### src/rtl/rsnn_pkg.sv
// rtl/rsnn_pkg.sv - shared types and config-layout helpers for the recurrent LIF core
//
// Purpose: FSM state encoding, total config length and the LSB position of
// every config field. Fields are packed MSB-first in this order:
// w[0][0], w[0][1], ... w[N_NEU-1][N_IN+N_NEU-1], threshold, leak, refr.
// Ports: none (package).

package rsnn_pkg;

  typedef enum logic [1:0] {
    ST_IDLE   = 2'd0,
    ST_ACCUM  = 2'd1,
    ST_UPDATE = 2'd2,
    ST_DONE   = 2'd3
  } state_e;

  function automatic int cfg_bits(input int n_in, input int n_neu, input int w_bits,
                                  input int v_bits, input int r_bits);
    return n_neu * (n_in + n_neu) * w_bits + 2 * v_bits + r_bits;
  endfunction

  // Weight j,k sits at flat slot j*(n_in+n_neu)+k counted down from the MSB.
  function automatic int weight_lsb(input int j, input int k, input int n_in, input int n_neu,
                                    input int w_bits, input int total_bits);
    return total_bits - (j * (n_in + n_neu) + k + 1) * w_bits;
  endfunction

  function automatic int thr_lsb(input int v_bits, input int r_bits);
    return v_bits + r_bits;
  endfunction

  function automatic int leak_lsb(input int r_bits);
    return r_bits;
  endfunction

  function automatic int refr_lsb();
    return 0;
  endfunction

endpackage

### src/rtl/rsnn_cfg_loader.sv
// rtl/rsnn_cfg_loader.sv - serial configuration shift register and load tracking
//
// Purpose: shifts data_in in MSB-first while load_params is high, counts bits,
// pulses end_writing on the final bit and keeps data_written while a complete
// configuration is held. Loading is frozen while the core is busy.
// Ports:
//   clk, rst_n    clock, asynchronous active-low reset
//   ena           global clock enable (state holds, pulses suppressed when 0)
//   load_params   shift enable
//   data_in       serial config bit
//   busy          core time step in progress; blocks shifting
//   cfg           parallel configuration word
//   end_writing   one-cycle pulse after the last config bit
//   data_written  sticky flag: full valid config held

module rsnn_cfg_loader
  import rsnn_pkg::*;
#(
  parameter int CFG_BITS = 56
) (
  input  logic                clk,
  input  logic                rst_n,
  input  logic                ena,
  input  logic                load_params,
  input  logic                data_in,
  input  logic                busy,
  output logic [CFG_BITS-1:0] cfg,
  output logic                end_writing,
  output logic                data_written
);

  localparam int CNT_W = $clog2(CFG_BITS + 1);
  localparam logic [CNT_W-1:0] CNT_LAST = CNT_W'(CFG_BITS - 1);

  logic [CFG_BITS-1:0] cfg_q, cfg_d;
  logic [CNT_W-1:0]    cnt_q, cnt_d;
  logic                dw_q, dw_d;
  logic                ew_q, ew_d;

  always_comb begin
    cfg_d = cfg_q;
    cnt_d = cnt_q;
    dw_d  = dw_q;
    ew_d  = 1'b0;
    if (load_params && !busy) begin
      cfg_d = {cfg_q[CFG_BITS-2:0], data_in};
      // A new load invalidates the old config as soon as its first bit lands.
      if (cnt_q == '0) dw_d = 1'b0;
      if (cnt_q == CNT_LAST) begin
        cnt_d = '0;
        dw_d  = 1'b1;
        ew_d  = 1'b1;
      end else begin
        cnt_d = cnt_q + 1'b1;
      end
    end else if (!load_params) begin
      // Dropping load_params early abandons a partial load.
      cnt_d = '0;
    end
  end

  always_ff @(posedge clk or negedge rst_n) begin
    if (!rst_n) begin
      cfg_q <= '0;
      cnt_q <= '0;
      dw_q  <= 1'b0;
      ew_q  <= 1'b0;
    end else if (ena) begin
      cfg_q <= cfg_d;
      cnt_q <= cnt_d;
      dw_q  <= dw_d;
      ew_q  <= ew_d;
    end else begin
      ew_q  <= 1'b0;
    end
  end

  assign cfg          = cfg_q;
  assign end_writing  = ew_q;
  assign data_written = dw_q;

endmodule

### src/rtl/rsnn_lif_array.sv
// rtl/rsnn_lif_array.sv - time-multiplexed recurrent leaky integrate-and-fire array
//
// Purpose: N_NEU LIF neurons sharing one accumulator. A time step walks every
// neuron through N_IN+N_NEU accumulate cycles and one update cycle, then
// publishes all new spikes at once.
// Ports:
//   clk, rst_n    clock, asynchronous active-low reset
//   ena           global clock enable
//   load_params   serial config shift enable
//   data_in       serial config bit, MSB-first
//   spike_in      external spikes, latched when a step is accepted
//   step          request one time step
//   busy          time step in progress
//   out_spikes    neuron spikes from the last completed step
//   step_done     one-cycle pulse when out_spikes update
//   end_writing   one-cycle pulse on the last config bit
//   data_written  full valid config held

module rsnn_lif_array
  import rsnn_pkg::*;
#(
  parameter int N_IN   = 3,
  parameter int N_NEU  = 3,
  parameter int W_BITS = 2,
  parameter int V_BITS = 8,
  parameter int R_BITS = 4
) (
  input  logic             clk,
  input  logic             rst_n,
  input  logic             ena,
  input  logic             load_params,
  input  logic             data_in,
  input  logic [N_IN-1:0]  spike_in,
  input  logic             step,
  output logic             busy,
  output logic [N_NEU-1:0] out_spikes,
  output logic             step_done,
  output logic             end_writing,
  output logic             data_written
);

  localparam int NSRC     = N_IN + N_NEU;
  localparam int CFG_BITS = cfg_bits(N_IN, N_NEU, W_BITS, V_BITS, R_BITS);
  localparam int NEU_W    = (N_NEU > 1) ? $clog2(N_NEU) : 1;
  localparam int SRC_W    = $clog2(NSRC);
  localparam int ACC_BITS = V_BITS + 3;
  localparam int THR_LSB  = thr_lsb(V_BITS, R_BITS);
  localparam int LEAK_LSB = leak_lsb(R_BITS);
  localparam int REFR_LSB = refr_lsb();
  localparam logic [NEU_W-1:0] NEU_LAST = NEU_W'(N_NEU - 1);
  localparam logic [SRC_W-1:0] SRC_LAST = SRC_W'(NSRC - 1);

  logic [CFG_BITS-1:0] cfg;
  logic [W_BITS-1:0]   w_arr [N_NEU][NSRC];
  logic [V_BITS-1:0]   thr, leak;
  logic [R_BITS-1:0]   refr_cfg;

  state_e                     state_q, state_d;
  logic [NEU_W-1:0]           neu_q, neu_d;
  logic [SRC_W-1:0]           src_q, src_d;
  logic signed [ACC_BITS-1:0] acc_q, acc_d;
  logic [N_IN-1:0]            spk_q, spk_d;
  logic [N_NEU-1:0]           nxt_q, nxt_d;
  logic [N_NEU-1:0]           out_q, out_d;
  logic                       busy_q, busy_d;
  logic                       done_q, done_d;
  logic [V_BITS-1:0]          v_q [N_NEU];
  logic [V_BITS-1:0]          v_d [N_NEU];
  logic [R_BITS-1:0]          refr_q [N_NEU];
  logic [R_BITS-1:0]          refr_d [N_NEU];

  logic [NSRC-1:0]            src_bits;
  logic [W_BITS-1:0]          w_cur;
  logic signed [ACC_BITS-1:0] v_sum;
  logic [V_BITS-1:0]          v_clamp;

  rsnn_cfg_loader #(.CFG_BITS(CFG_BITS)) u_loader (
    .clk          (clk),
    .rst_n        (rst_n),
    .ena          (ena),
    .load_params  (load_params),
    .data_in      (data_in),
    .busy         (busy_q),
    .cfg          (cfg),
    .end_writing  (end_writing),
    .data_written (data_written)
  );

  for (genvar j = 0; j < N_NEU; j++) begin : g_wj
    for (genvar k = 0; k < NSRC; k++) begin : g_wk
      localparam int LSB = weight_lsb(j, k, N_IN, N_NEU, W_BITS, CFG_BITS);
      assign w_arr[j][k] = cfg[LSB +: W_BITS];
    end
  end

  assign thr      = cfg[THR_LSB +: V_BITS];
  assign leak     = cfg[LEAK_LSB +: V_BITS];
  assign refr_cfg = cfg[REFR_LSB +: R_BITS];

  // Recurrent sources read the spikes published by the previous step, which
  // stay stable until DONE.
  assign src_bits = {out_q, spk_q};
  assign w_cur    = w_arr[neu_q][src_q];

  always_comb begin
    v_sum = $signed({3'b000, v_q[neu_q]}) + acc_q - $signed({3'b000, leak});
    if (v_sum[ACC_BITS-1]) begin
      v_clamp = '0;
    end else if (v_sum > $signed({3'b000, {V_BITS{1'b1}}})) begin
      v_clamp = '1;
    end else begin
      v_clamp = v_sum[V_BITS-1:0];
    end
  end

  always_comb begin
    state_d = state_q;
    neu_d   = neu_q;
    src_d   = src_q;
    acc_d   = acc_q;
    spk_d   = spk_q;
    nxt_d   = nxt_q;
    out_d   = out_q;
    busy_d  = busy_q;
    done_d  = 1'b0;
    v_d     = v_q;
    refr_d  = refr_q;
    case (state_q)
      ST_IDLE: begin
        if (step && data_written && !load_params) begin
          state_d = ST_ACCUM;
          neu_d   = '0;
          src_d   = '0;
          acc_d   = '0;
          spk_d   = spike_in;
          busy_d  = 1'b1;
        end
      end
      ST_ACCUM: begin
        if (src_bits[src_q]) begin
          acc_d = acc_q + {{(ACC_BITS - W_BITS){w_cur[W_BITS-1]}}, w_cur};
        end
        if (src_q == SRC_LAST) begin
          state_d = ST_UPDATE;
        end else begin
          src_d = src_q + 1'b1;
        end
      end
      ST_UPDATE: begin
        if (refr_q[neu_q] != '0) begin
          refr_d[neu_q] = refr_q[neu_q] - 1'b1;
          v_d[neu_q]    = '0;
          nxt_d[neu_q]  = 1'b0;
        end else if (v_clamp >= thr) begin
          refr_d[neu_q] = refr_cfg;
          v_d[neu_q]    = '0;
          nxt_d[neu_q]  = 1'b1;
        end else begin
          v_d[neu_q]    = v_clamp;
          nxt_d[neu_q]  = 1'b0;
        end
        if (neu_q == NEU_LAST) begin
          state_d = ST_DONE;
        end else begin
          neu_d   = neu_q + 1'b1;
          src_d   = '0;
          acc_d   = '0;
          state_d = ST_ACCUM;
        end
      end
      ST_DONE: begin
        out_d   = nxt_q;
        done_d  = 1'b1;
        busy_d  = 1'b0;
        state_d = ST_IDLE;
      end
      default: state_d = ST_IDLE;
    endcase
  end

  always_ff @(posedge clk or negedge rst_n) begin
    if (!rst_n) begin
      state_q <= ST_IDLE;
      neu_q   <= '0;
      src_q   <= '0;
      acc_q   <= '0;
      spk_q   <= '0;
      nxt_q   <= '0;
      out_q   <= '0;
      busy_q  <= 1'b0;
      done_q  <= 1'b0;
      for (int i = 0; i < N_NEU; i++) begin
        v_q[i]    <= '0;
        refr_q[i] <= '0;
      end
    end else if (ena) begin
      state_q <= state_d;
      neu_q   <= neu_d;
      src_q   <= src_d;
      acc_q   <= acc_d;
      spk_q   <= spk_d;
      nxt_q   <= nxt_d;
      out_q   <= out_d;
      busy_q  <= busy_d;
      done_q  <= done_d;
      v_q     <= v_d;
      refr_q  <= refr_d;
    end else begin
      done_q  <= 1'b0;
    end
  end

  assign busy       = busy_q;
  assign out_spikes = out_q;
  assign step_done  = done_q;

endmodule

### config.mk
export PLATFORM = sky130hd
export DESIGN_NAME = rsnn_lif_array
export DESIGN_NICKNAME = d
export VERILOG_FILES = /design/src/rtl/rsnn_pkg.sv /design/src/rtl/rsnn_cfg_loader.sv /design/src/rtl/rsnn_lif_array.sv
export SDC_FILE = /design/constraint.sdc
export NUM_CORES = 1
export LEC_CHECK = 0
export ABC_AREA = 1
export CAP_MARGIN = 0
export CORE_ASPECT_RATIO = 0.6
export CORE_UTILIZATION = 50
export CTS_CLUSTER_SIZE = 20
export DETAILED_ROUTE_END_ITERATION = 12
export PLACE_DENSITY = 0.77
export SETUP_SLACK_MARGIN = 0.02
export SLEW_MARGIN = 25
export SYNTH_ARGS = -nofsm -noshare
export SYNTH_HDL_FRONTEND = slang
export SYNTH_SLANG_ARGS = --single-unit
### constraint.sdc
create_clock -name clk -period 6.5 [get_ports clk]
set_clock_uncertainty 0.15 [all_clocks]
set_input_delay 0.65 -clock clk [delete_from_list [all_inputs] [get_ports clk]]
set_output_delay 0.65 -clock clk [all_outputs]
set_load 0.05 [all_outputs]
==> impl_metrics.csv <==
group,metric,value,unit
timing,setup_tns,0,ns
clock_network,ctsRootBufferMaster,"clkbuf_16",
logic_synthesis,yosysWarningCount,0,
worst_setup_path,end_kind,"flop",
timing,fmax,175,MHz
min_path,hold_class,"primary input to async pin",
timing,hold_viol,0,
floorplanning,die_h,101,µm
timing,max_slew_margin,53.0,%
clock_network,cts_made_buffers,17,
floorplanning,dieArea,16900,µm²
worst_setup_path,setup.worst_path.class,"flop to flop",
finish,final_nets,1208,
logic_synthesis,async_flop_share,100,%
logic_synthesis,synthXorXnorAreaFrac,1.29,%
logic_synthesis,yosys.area_share.simple,29.2,%
worst_setup_path,arrival,5.92,ns
routing,drc,0,
routing,routed_wl,20.5,mm
floorplanning,row_count,35,
floorplanning,core,15600,µm²
routing,drt_iter0_markers,924,
clock_network,cts_max_path_buffers,2,
global_routing,grt_first_pass_wirelength,34.9,mm
run_status,outcome,"complete, no violations",
logic_synthesis,syn-num-nets,1206,
routing,drt_first_pass_iters,6,
finish,mostFrequentLayoutCells,"nand2_1, inv_1, dfrtp_1, nor2_1, nand3_1",
logic_synthesis,yosys-top-cells-area,"dfrtp_1, nand2_1, inv_1",
logic_synthesis,synth.largest_area_cell,"dfrtp_1",
logic_synthesis,synth-compound-area-share,12.1,%
routing,antenna_left,0,
clock_network,clkTransAtPathRegs,0.06,ns
logic_synthesis,synth_area_per_cell,7.10,µm²
logic_synthesis,seq_area_frac_synth,39.5,%
clock_network,cts_num_sinks,129,
finish,fin_cells,1366,
timing,setup_viol,0,
logic_synthesis,synth_area,8160,µm²
logic_synthesis,yosysUniqueCellTypes,42,
routing,vias,7470,
clock_network,cts_hold_buf,0,
global_routing,grt_use_total,26.6,%
logic_synthesis,synth_fa_ha_area_share,8.03,%
floorplanning,io_pins,16,
finish,multi_input_area,4200,µm²
finish,syn_to_final_growth,10.6,%
finish,drive_above_1_share,5.42,%
flow_run,maxCapViolCount,0,
routing,via_per_inst,5.47,
place,io_buffers,15,
finish,antenna_cells,0,
finish,seq_area,3230,µm²
worst_setup_path,crit_path_start,"neu_q[1]",
place,dpl.cell_count,1336,
logic_synthesis,synth_edf_count,0,
global_routing,antenna_found_initial,0,
worst_setup_path,r2r-start,"neu_q[1]",
floorplanning,dieWidth,167,µm
global_routing,grt_max_degree,78,
global_routing,overflow,0,
worst_setup_path,cp.required,6.71,ns
logic_synthesis,synth.top_cell.area_share,39.5,%
clock_network,cts_tree,"done",
floorplanning,start_util,52.2,%
clock_network,h-tree-depth,4,
worst_setup_path,r2r.worst_path.cells,25,
finish,final_common_cell,"nand2_1",
timing,period_needed,5.71,ns
finish,nFillCells,1437,
global_routing,grt_pass1_vias,6759,
logic_synthesis,synth_top_family_by_area,"simple AND/OR/NAND/NOR gates",
clock_network,clock_latency,0.43,ns
place,gp_congestion,0.988,
clock_network,postCtsResizedCells,0,
routing,wl_per_cell,15.0,µm
timing,fin_crit_sh,87.8,%
logic_synthesis,muxShareOfSynthArea,0.782,%
timing,rsz0062_at_grt,"no",
timing,tightest_slew,0.706,ns
logic_synthesis,syn-instance-count,1150,
worst_setup_path,critical_path.max_fanout,21,
place,hpwl,14.7,mm
timing,drv_slew,0,
logic_synthesis,ys_ff_latch,129,
worst_setup_path,startpoint_type,"flop",
logic_synthesis,yosys_most_used_dff,"dfrtp_1",
clock_network,postCtsSetupBuffers,0,
-- layer usage --
metal	share of wire, %	GRT usage, %	vias up
met5	0	0	-
li1	-	-	3673
met1	50	41.7	3425
met2	38	34.7	339
met4	1.2	6.84	0
met3	11	7.89	33
-- synthesized netlist by cell type, drive strengths merged (2+ instances only) --
| cell type | instances |
|---|---|
| nand2 | 370 |
| nand3 | 78 |
| ha | 38 |
| o21bai | 5 |
| nor2 | 123 |
| xnor2 | 5 |
| mux2 | 3 |
| o211ai | 3 |
| o21ai | 78 |
| fa | 9 |
| nand4 | 8 |
| dfrtp | 129 |
| clkbuf | 21 |
| nand3b | 2 |
| inv | 146 |
| a22oi | 9 |
| xor2 | 7 |
| a31oi | 2 |
| clkinv | 2 |
| nor3 | 5 |
| mux2i | 3 |
| o22ai | 13 |
| a21oi | 61 |
| buf | 20 |
-- metrics by stage --
step	util (%)	setup WS, ns	hold slack (ns)	cell area [µm²]
finish	57.8	0.792	0.0143	9030
global route	57.8	0.431	0.0660	9030
CTS	57.7	0.955	0.0450	9030
detailed placement	54.1	1.00	0.315	8460
global placement	54.1	1.11	0.312	8450
floorplan	-	1.92	0.204	8160
-- cell type report --
| cell class | count | share of cell area (%) |
|---|---|---|
| Inverter | 148 | 6.15 |
| Tap cell | 203 | 2.81 |
| Multi-Input combinational cell | 832 | 46.5 |
| Clock buffer | 21 | 5.10 |
| Timing Repair Buffer | 24 | 2.47 |
| Clock inverter | 9 | 1.22 |
| Sequential cell | 129 | 35.7 |
-- state kept, by name, summed over array words and instances (netlist names), named ones only --
signal,flops
u_loader.cfg,56
v_q,24
refr_q,12
acc_q,11
u_loader.cnt_q,6
out_spikes,3
spk_q,3
src_q,3
neu_q,2
state_q,2
busy,1
step_done,1
u_loader.data_written,1
u_loader.end_writing,1
-- worst max-delay path: stages, from the launching register on --
cell and delay (ns):
dfrtp_1 0.38, inv_2 0.30, nor2_1 0.17, buf_4 0.21
a22oi_1 0.43, fa_1 0.49, inv_1 0.07, ha_1 0.27
nand2_1 0.11, inv_1 0.04, a21oi_1 0.20, nand4_1 0.12
nand2_1 0.21, nand3_1 0.24, nand2_1 0.13, inv_1 0.05
ha_1 0.29, a21oi_1 0.16, o21ai_0 0.09, a21oi_1 0.28
nand2_1 0.43, nor2_2 0.42, nand3_1 0.17, nand2_1 0.09
nand2_1 0.06, nand2_1 0.05
-- path summary, 6_finish.rpt --
| kind | end | slack, ns |
|---|---|---|
| worst max-delay path | v_q[18] | 0.79 |
| worst min-delay path | u_loader.cfg[25] | 0.01 |
| worst max register to register | v_q[18] | 0.79 |
| worst min register to register | refr_q[9] | 0.33 |
| max in group asynchronous | spk_q[1] | 5.10 |
| min in group clk | refr_q[9] | 0.33 |
-- cells by family (layout without fill, tap and decap cells) --
kind of cell,count (synthesis),count (layout)
simple gates,588,588
buf+inv,189,202
compound gates,179,179
flops,129,129
fa+ha+maj,47,47
xor+xnor,12,12
mux,6,6
Power is left out: the tool's default activity adds up to more than one toggle a clock period on the data nets, which glitch-free logic cannot reach.
